## config.mk

```make
export PLATFORM = sky130hd
export DESIGN_NAME = mono_sample_to_packet_converter
export DESIGN_NICKNAME = d
export VERILOG_FILES = /design/src/rtl/audio_stream_pkg.sv /design/src/rtl/sample_fifo.sv /design/src/rtl/mono_sample_to_packet_converter.sv
export SDC_FILE = /design/constraint.sdc
export NUM_CORES = 1
export LEC_CHECK = 0
export BUFFER_PORTS_ARGS = -buffer_cell sky130_fd_sc_hd__buf_2
export CELL_PAD_IN_SITES_DETAIL_PLACEMENT = 0
export CELL_PAD_IN_SITES_GLOBAL_PLACEMENT = 1
export CORE_UTILIZATION = 45
export DETAILED_ROUTE_END_ITERATION = 6
export PLACE_DENSITY = 0.75
export SLEW_MARGIN = 20
export SYNTH_ARGS = -nofsm -noshare
export SYNTH_HDL_FRONTEND = slang
export SYNTH_SLANG_ARGS = --single-unit
```

## constraint.sdc

```tcl
create_clock -name M_AXIS_ACLK -period 2.55 [get_ports M_AXIS_ACLK]
set_input_delay 0.3825 -clock M_AXIS_ACLK [delete_from_list [all_inputs] [get_ports M_AXIS_ACLK]]
set_output_delay 0.3825 -clock M_AXIS_ACLK [all_outputs]
set_load 0.02 [all_outputs]
```

## src/rtl/audio_stream_pkg.sv

```systemverilog
// rtl/audio_stream_pkg.sv - shared constants and FSM state type for the stereo packet path
// Purpose: definitions shared by the mono-to-packet converter and the stereo receiver.
// Contents: default sample width, beats per stereo packet, packet FSM state encoding.
package audio_stream_pkg;

  localparam int DEFAULT_DATA_WIDTH = 32;
  localparam int BEATS_PER_PACKET   = 2;

  typedef enum logic [1:0] {
    ST_IDLE       = 2'd0,
    ST_SEND_LEFT  = 2'd1,
    ST_SEND_RIGHT = 2'd2
  } pkt_state_t;

endpackage

```

## src/rtl/sample_fifo.sv

```systemverilog
// rtl/sample_fifo.sv - single-clock sample FIFO with occupancy count
// Purpose: buffers mono samples between the strobe input and the packet FSM.
// Ports:
//   i_clk, i_rst       clock, asynchronous active-high reset
//   i_push, i_push_data write request and data (ignored when full without a pop)
//   i_pop              read request (ignored when empty)
//   o_rd_data          head-of-queue data, valid whenever o_empty is low
//   o_full, o_empty    occupancy flags
//   o_level            current occupancy, 0..DEPTH
module sample_fifo #(
  parameter int DATA_WIDTH = 32,
  parameter int DEPTH      = 4
) (
  input  logic                    i_clk,
  input  logic                    i_rst,
  input  logic                    i_push,
  input  logic [DATA_WIDTH-1:0]   i_push_data,
  input  logic                    i_pop,
  output logic [DATA_WIDTH-1:0]   o_rd_data,
  output logic                    o_full,
  output logic                    o_empty,
  output logic [$clog2(DEPTH):0]  o_level
);

  localparam int AW = $clog2(DEPTH);
  localparam int LW = AW + 1;

  logic [DATA_WIDTH-1:0] r_mem [DEPTH];
  logic [AW-1:0]         r_wr_ptr;
  logic [AW-1:0]         r_rd_ptr;
  logic [LW-1:0]         r_level;
  logic                  w_pop_ok;
  logic                  w_push_ok;

  assign o_full    = (r_level == LW'(DEPTH));
  assign o_empty   = (r_level == '0);
  assign o_level   = r_level;
  assign o_rd_data = r_mem[r_rd_ptr];

  // A push into a full FIFO is still legal when the head leaves on the same edge.
  assign w_pop_ok  = i_pop && !o_empty;
  assign w_push_ok = i_push && (!o_full || w_pop_ok);

  // Storage carries no reset; the pointers alone define what is valid.
  always_ff @(posedge i_clk) begin
    if (w_push_ok) r_mem[r_wr_ptr] <= i_push_data;
  end

  // Pointers are exactly AW bits wide, so wrap modulo DEPTH is implicit.
  always_ff @(posedge i_clk or posedge i_rst) begin
    if (i_rst) begin
      r_wr_ptr <= '0;
      r_rd_ptr <= '0;
      r_level  <= '0;
    end else begin
      if (w_push_ok) r_wr_ptr <= r_wr_ptr + 1'b1;
      if (w_pop_ok)  r_rd_ptr <= r_rd_ptr + 1'b1;
      case ({w_push_ok, w_pop_ok})
        2'b10:   r_level <= r_level + 1'b1;
        2'b01:   r_level <= r_level - 1'b1;
        default: r_level <= r_level;
      endcase
    end
  end

endmodule

```

## src/rtl/mono_sample_to_packet_converter.sv

```systemverilog
// rtl/mono_sample_to_packet_converter.sv - mono sample strobes to two-beat AXI-Stream packets
// Purpose: buffers mono samples and emits each as a left beat then a right beat (TLAST).
// Ports:
//   M_AXIS_ACLK, M_AXIS_ARESET  clock, asynchronous active-high reset
//   mono_sample_valid, mono_sample  single-cycle sample strobe and value
//   M_AXIS_TVALID/TREADY/TDATA/TLAST  AXI-Stream master, all outputs registered
//   sample_overflow  sticky: a sample was dropped on a full FIFO
//   fifo_level       current FIFO occupancy
module mono_sample_to_packet_converter
  import audio_stream_pkg::*;
#(
  parameter int DATA_WIDTH = DEFAULT_DATA_WIDTH,
  parameter int FIFO_DEPTH = 4
) (
  input  logic                        M_AXIS_ACLK,
  input  logic                        M_AXIS_ARESET,
  input  logic                        mono_sample_valid,
  input  logic [DATA_WIDTH-1:0]       mono_sample,
  output logic                        M_AXIS_TVALID,
  input  logic                        M_AXIS_TREADY,
  output logic [DATA_WIDTH-1:0]       M_AXIS_TDATA,
  output logic                        M_AXIS_TLAST,
  output logic                        sample_overflow,
  output logic [$clog2(FIFO_DEPTH):0] fifo_level
);

  pkt_state_t            r_state;
  logic [DATA_WIDTH-1:0] r_tdata;
  logic                  r_tvalid;
  logic                  r_tlast;
  logic                  r_overflow;

  logic [DATA_WIDTH-1:0] w_head;
  logic                  w_full;
  logic                  w_empty;
  logic                  w_hs;
  logic                  w_pop;

  assign w_hs = r_tvalid && M_AXIS_TREADY;

  // Pop when starting from idle, or back-to-back after the right beat completes.
  assign w_pop = !w_empty &&
                 ((r_state == ST_IDLE) || ((r_state == ST_SEND_RIGHT) && w_hs));

  sample_fifo #(
    .DATA_WIDTH (DATA_WIDTH),
    .DEPTH      (FIFO_DEPTH)
  ) u_fifo (
    .i_clk       (M_AXIS_ACLK),
    .i_rst       (M_AXIS_ARESET),
    .i_push      (mono_sample_valid),
    .i_push_data (mono_sample),
    .i_pop       (w_pop),
    .o_rd_data   (w_head),
    .o_full      (w_full),
    .o_empty     (w_empty),
    .o_level     (fifo_level)
  );

  always_ff @(posedge M_AXIS_ACLK or posedge M_AXIS_ARESET) begin
    if (M_AXIS_ARESET) begin
      r_state  <= ST_IDLE;
      r_tdata  <= '0;
      r_tvalid <= 1'b0;
      r_tlast  <= 1'b0;
    end else begin
      case (r_state)
        ST_IDLE: begin
          if (!w_empty) begin
            r_tdata  <= w_head;
            r_tvalid <= 1'b1;
            r_tlast  <= 1'b0;
            r_state  <= ST_SEND_LEFT;
          end
        end
        ST_SEND_LEFT: begin
          if (w_hs) begin
            r_tlast <= 1'b1;
            r_state <= ST_SEND_RIGHT;
          end
        end
        ST_SEND_RIGHT: begin
          if (w_hs) begin
            r_tlast <= 1'b0;
            if (!w_empty) begin
              r_tdata <= w_head;
              r_state <= ST_SEND_LEFT;
            end else begin
              r_tvalid <= 1'b0;
              r_state  <= ST_IDLE;
            end
          end
        end
        default: begin
          r_tvalid <= 1'b0;
          r_tlast  <= 1'b0;
          r_state  <= ST_IDLE;
        end
      endcase
    end
  end

  // A drop happens only when full and the head is not leaving on this edge.
  always_ff @(posedge M_AXIS_ACLK or posedge M_AXIS_ARESET) begin
    if (M_AXIS_ARESET) begin
      r_overflow <= 1'b0;
    end else if (mono_sample_valid && w_full && !w_pop) begin
      r_overflow <= 1'b1;
    end
  end

  assign M_AXIS_TVALID   = r_tvalid;
  assign M_AXIS_TDATA    = r_tdata;
  assign M_AXIS_TLAST    = r_tlast;
  assign sample_overflow = r_overflow;

endmodule

```

==> results.toml, run 1 <==
[status]
status = "complete, no violations"

[global_route]
use_met1_pct = 21.9
grt-ovfl-total = 0
grt_pass1_wl_um = 18200
grt_max_degree = 35
grt_antenna_before_repair = 0
grt.total_usage_pct = 17.2
use_met2_pct = 27.2
grt_pass1_vias = 3384
busiest_layer = "met2"
use_met3_pct = 4.65

[floorplanning]
dieArea_um2 = 14900
fp.coreArea_um2 = 14000
die_h_um = 122
start_util_pct = 46.5
rows = 43
die_w_um = 122
ios = 74

[sta]
max_freq_mhz = 480
skew_ns = 0.0103
setup_viol = 0
period_minus_slack_ns = 2.08
finalHoldViolCount = 0
report.final.slew_viol_count = 0
tns_ns = 0
maxSlewHeadroom_pct = 45.9
min_period_over_period_pct = 81.6
worst_pin_slew_ns = 0.812
rsz0062_at_grt = "false"

[layout]
fin_nets = 438
fillCellCount = 1106
multi_input_area_um2 = 1470
fin_area_um2 = 7710
drive_gt1_share_pct = 45.7
utilization_pct = 55.1
syn_to_final_growth_pct = 18.5
regArea_um2 = 4920

[logic_synthesis]
synth_edf_count = 128
synth_top_cell_by_area = "edfxtp_1"
synth_common_cells = "edfxtp_1 (128), dfrtp_1 (43), mux2_2 (33)"
synth_seq_cells = 171
synth.cell_area_um2 = 6500
synth_cells = 306
synth.area.top_cells = "edfxtp_1 (59%), dfrtp_1 (17%), mux4_2 (11%)"
synth_nets = 347
ys.flop_type = "edfxtp_1"
synth_top_area_share_pct = 59.1
synthArstFlopShare_pct = 25.1
synth.distinct_cells = 36
ys_seq_area_share_pct = 75.6
synth.most_common_cell = "edfxtp_1"
synth_area_per_cell_um2 = 21.3
ys.warnings.count = 0

[clock_network]
clock_latency_ns = 0.42
cts-root-buf = "clkbuf_16"
postCtsSetupBuffers = 0
cts.repair.resized = 0
clockBufferDepth = 2
clkSinkCount = 171
postCtsHoldBufs = 0
cts_made_buffers = 17
clk_pin_slew_worst_paths_ns = 0.06
htree_num_levels = 4
cts_tree = "built"

[placement]
numPortBuffers = 73
dpl.hpwl_um = 7020
routabilityCongestion = 0.802
dpl_cell_area_um2 = 7120

[pwr]
leakagePower_nw = 2.82
powerDensity_nw_per_um2 = 1280
ir_worst_vdd_v = 0.000815

[setup_path]
critPathKind = "flip-flop to flip-flop"
worst-path-max-fanout = 17
cp-start-kind = "flip-flop"
worst_setup_path_end_kind = "flip-flop"
cp.arrival_ns = 2.18
required_ns = 2.65

[routing]
dr.pass1.iters = 4
detail-route-antenna-nets = 0
via_count = 3112
wl_per_cell_um = 19.2
avgViaCountPerCell = 5.27
dr.first_iter.drc_count = 307
drt-total-wl_um = 11300
drcViolationCount = 0

[job]
drv_cap = 0

[min_path]
min_path_type = "input port to async pin"
worst max-delay path, stage by stage (launching register included):
cell,delay [ns]
dfrtp_1,0.40
a21boi_2,0.21
or2_1,0.35
a31oi_4,0.32
and2_2,0.21
buf_4,0.27
cells by family after synthesis:
group           after synthesis  share of synthesized area, %
flops                       171                          75.6
compound gates               17                          2.06
buf+inv                      21                          1.81
mux                          65                          16.8
xor+xnor                      5                         0.673
simple gates                 22                          1.96
fa+ha+maj                     5                          1.08
flip-flops by register name (all words and copies together), names as in the netlist:
signal           cells
u_fifo.o_level       3
M_AXIS_TVALID        1
sample_overflow      1
M_AXIS_TLAST         1
r_state              1
M_AXIS_TDATA        32
u_fifo.r_wr_ptr      2
u_fifo.r_rd_ptr      2
u_fifo.r_mem       128
final timing paths:
path,start,depth (start not counted),slack [ns],end
worst max-delay path,M_AXIS_TLAST,5,0.47,u_fifo.r_mem[3][2]
worst min-delay path,M_AXIS_ARESET,2,0.07,u_fifo.r_wr_ptr[1]
worst max register to register,M_AXIS_TLAST,5,0.47,u_fifo.r_mem[3][2]
worst min register to register,sample_overflow,1,0.46,sample_overflow
max in group asynchronous,M_AXIS_ARESET,3,1.79,sample_overflow
min in group M_AXIS_ACLK,mono_sample[25],1,0.18,u_fifo.r_mem[0][25]
where the power goes:
group	internal, mW	switching [mW]	leakage (nW)	total, mW
clock	1.58	0.968	0.288	2.55
sequential	3.83	0.457	1.67	4.29
combinational	1.48	1.55	0.863	3.04
stage by stage:
step | hold WS [ns] | setup slack [ns] | cells | total power [mW]
2_1_floorplan | 0.481 | 0.0385 | 306 | 6.54
3_3_place_gp | 0.456 | 0.515 | 558 | 7.34
3_5_place_dp | 0.453 | 0.471 | 558 | 7.44
4_1_cts | 0.0941 | 0.467 | 589 | 10.0
5_1_grt | 0.136 | 0.296 | 589 | 10.4
6_report | 0.0749 | 0.469 | 590 | 9.87
final cells by class:
| class | instances | area share [%] |
|---|---|---|
| inverters | 8 | 0.390 |
| clock inverters | 8 | 1.53 |
| well taps | 180 | 2.92 |
| flip-flops and latches | 171 | 63.9 |
| multi-input cells | 114 | 19.1 |
| diodes | 1 | 0.0325 |
| repair buffers | 85 | 6.07 |
| clock buffers | 23 | 6.07 |
per-layer routing:
layer / part of all wire, % / vias to the layer above / wire [µm]
met4: 1.8 / 0 / 203
met5: 0 / - / 0
met2: 50 / 83 / 5710
met1: 42 / 1611 / 4800
met3: 5.2 / 17 / 592
li1: - / 1401 / -
cell usage in the layout, fill, tap and decap left out, drive strengths merged:
cell type / synthesis / layout
a21o: 1 / 1
mux4: 32 / 32
nor4: 1 / 1
buf: 9 / 85
o21ai: 4 / 4
a211oi: 1 / 1
and2: 4 / 4
nand2: 6 / 6
a21oi: 3 / 3
o221ai: 1 / 1
nor3: 2 / 2
nor2: 3 / 3
o31a: 1 / 1
a31oi: 1 / 1
fa: 1 / 1
nor2b: 1 / 1
edfxtp: 128 / 128
inv: 8 / 8
diode: 0 / 1
nand2b: 1 / 1
mux2: 33 / 33
bufinv: 0 / 3
dfrtp: 43 / 43
nand3b: 1 / 1
o211ai: 2 / 2
a41o: 1 / 1
or2: 1 / 1
xor2: 2 / 2
nand3: 2 / 2
clkbuf: 4 / 23
o22a: 1 / 1
a21boi: 1 / 1
ha: 4 / 4
clkinv: 0 / 5
xnor2: 3 / 3
Power figures use the tool's default switching activity.
==> inputs of run 2 (changes only) <==
Settings changed: CORE_UTILIZATION 45 to 50, PLACE_DENSITY 0.75 to 0.78.
Clock period 2.55 ns to 2.2 ns, I/O delays scaled along.
==> results.toml, run 2 (same netlist as run 1, synthesis figures left out) <==
[min_path]
hold_end = "u_fifo.r_mem[2][29]"
min_path_type = "input port to flip-flop"
min_path_cells = 1
hp-start = "mono_sample[29]"

[sta]
worst_pin_slew_ns = 0.513
maxSlewHeadroom_pct = 65.8
finalHoldViolCount = 0
min_period_over_period_pct = 88.7
setup_viol = 0
skew_ns = 0.00652
max_freq_mhz = 513
rsz0062_at_grt = "false"
period_minus_slack_ns = 1.95
tns_ns = 0
report.final.slew_viol_count = 0
hold_slack_ns = 0.128

[setup_path]
reg2reg_slack_ns = 0.25
path_buf_inv = 1
reg2reg_from = "M_AXIS_TLAST"
cp.arrival_ns = 2.06
crit_chain = "a21boi_4, or2_1, a31oi_4, and2_2, buf_4"
crit_family = "simple AND/OR/NAND/NOR gates"
worst_setup_path_end_kind = "flip-flop"
cp-start-kind = "flip-flop"
required_ns = 2.31
r2r_cells = 5
critPathSlowestCell = "dfrtp_2"
rr_endpoint = "u_fifo.r_mem[0][30]"
worst-path-max-fanout = 14
critPathMaxStageDelay_ns = 0.42
critPathKind = "flip-flop to flip-flop"

[global_route]
grt_max_degree = 35
grt_pass1_vias = 3261
grt.total_usage_pct = 18.5
grt_antenna_before_repair = 0
grt-ovfl-total = 0
grt_pass1_wl_um = 17500

[floorplanning]
dieArea_um2 = 13500
ios = 74
fp.coreArea_um2 = 12700
start_util_pct = 51.3
rows = 41
die_h_um = 116
die_w_um = 116

[pwr]
leakagePower_nw = 2.87
ir_worst_vdd_v = 0.000677
power_mw = 11.5
powerDensity_nw_per_um2 = 1480

[clock_network]
clock_latency_ns = 0.42
cts_tree = "built"
htree_num_levels = 4
clkSinkCount = 171
cts-root-buf = "clkbuf_16"
clockBufferDepth = 2
cts_made_buffers = 17
clk_pin_slew_worst_paths_ns = 0.06

[routing]
dr.first_iter.drc_count = 292
avgViaCountPerCell = 5.36
dr.pass1.iters = 6
detail-route-antenna-nets = 0
via_count = 3150
drcViolationCount = 0
wl_per_cell_um = 18.8
drt-total-wl_um = 11100

[layout]
drive_gt1_share_pct = 47.4
fin_nets = 444
layout_commonest_cell = "edfxtp_1"
layout_common_cells = "edfxtp_1 (128), buf_2 (73), dfrtp_1 (38), mux2_2 (33), mux4_2 (32)"
fin_area_um2 = 7820
syn_to_final_growth_pct = 20.3
largest_reg_flops = 128
largest_register = "u_fifo.r_mem"
utilization_pct = 61.7
diodes = 0

[placement]
routabilityCongestion = 0.715
dpl_cell_area_um2 = 7230
dpl.hpwl_um = 7100
numPortBuffers = 73

[job]
drv_cap = 0

[status]
status = "complete, no violations"
-- run 2: per-stage QoR --
| stage | worst slack (ns) | cells |
|---|---|---|
| after floorplan | 0.00943 | 306 |
| after detailed placement | 0.249 | 555 |
| after CTS | 0.231 | 588 |
| final | 0.250 | 588 |
| after global placement | 0.294 | 555 |
| after global routing | 0.101 | 588 |
-- run 2: worst max-delay path by stage --
stage / start / endpoint / slack [ns] / cells past startpoint
6_report: M_AXIS_TLAST / u_fifo.r_mem[0][30] / 0.25 / 5
5_1_grt: u_fifo.o_level[2] / u_fifo.o_level[1] / 0.10 / 8
4_1_cts: M_AXIS_TLAST / u_fifo.r_mem[0][26] / 0.23 / 5
3_5_place_dp: M_AXIS_TLAST / u_fifo.r_mem[0][19] / 0.25 / 5
3_3_place_gp: M_AXIS_TLAST / u_fifo.r_mem[0][19] / 0.29 / 5
2_1_floorplan: M_AXIS_TLAST / u_fifo.o_level[2] / 0.009 / 9
-- run 2: area by class of cell --
type	count	area (µm²)
Sequential cell	171	4930
Fill cell	906	4850
Multi-Input combinational cell	114	1480
Timing Repair Buffer	91	591
Clock buffer	19	433
Tap cell	172	215
Clock inverter	13	149
Inverter	8	30.0
-- run 2: report_power, final --
part	total [mW]	switching, mW	internal [mW]
combinational	3.75	1.92	1.83
sequential	4.89	0.444	4.44
clock	2.91	1.14	1.77
-- run 2: what timing repair did --
item / 4_1_cts / 5_1_grt
resized for setup: 0 / 0
hold buffers: 1 / 0
buffers inserted: 0 / 0
hold endpoints to repair: 43 / 0
-- run 2: worst register-to-register path: stages (launching register included) --
cell	delay, ns
dfrtp_2	0.42
a21boi_4	0.17
or2_1	0.26
a31oi_4	0.30
and2_2	0.23
buf_4	0.24
-- run 2: metal layers --
layer	routed length, µm	vias up	global-route usage, %	share of wire, %
met1	4650	1630	23.8	42
met2	5690	96	29.8	51
met4	201	0	8.63	1.8
li1	-	1412	-	-
met3	516	12	4.76	4.7
met5	0	-	0	0
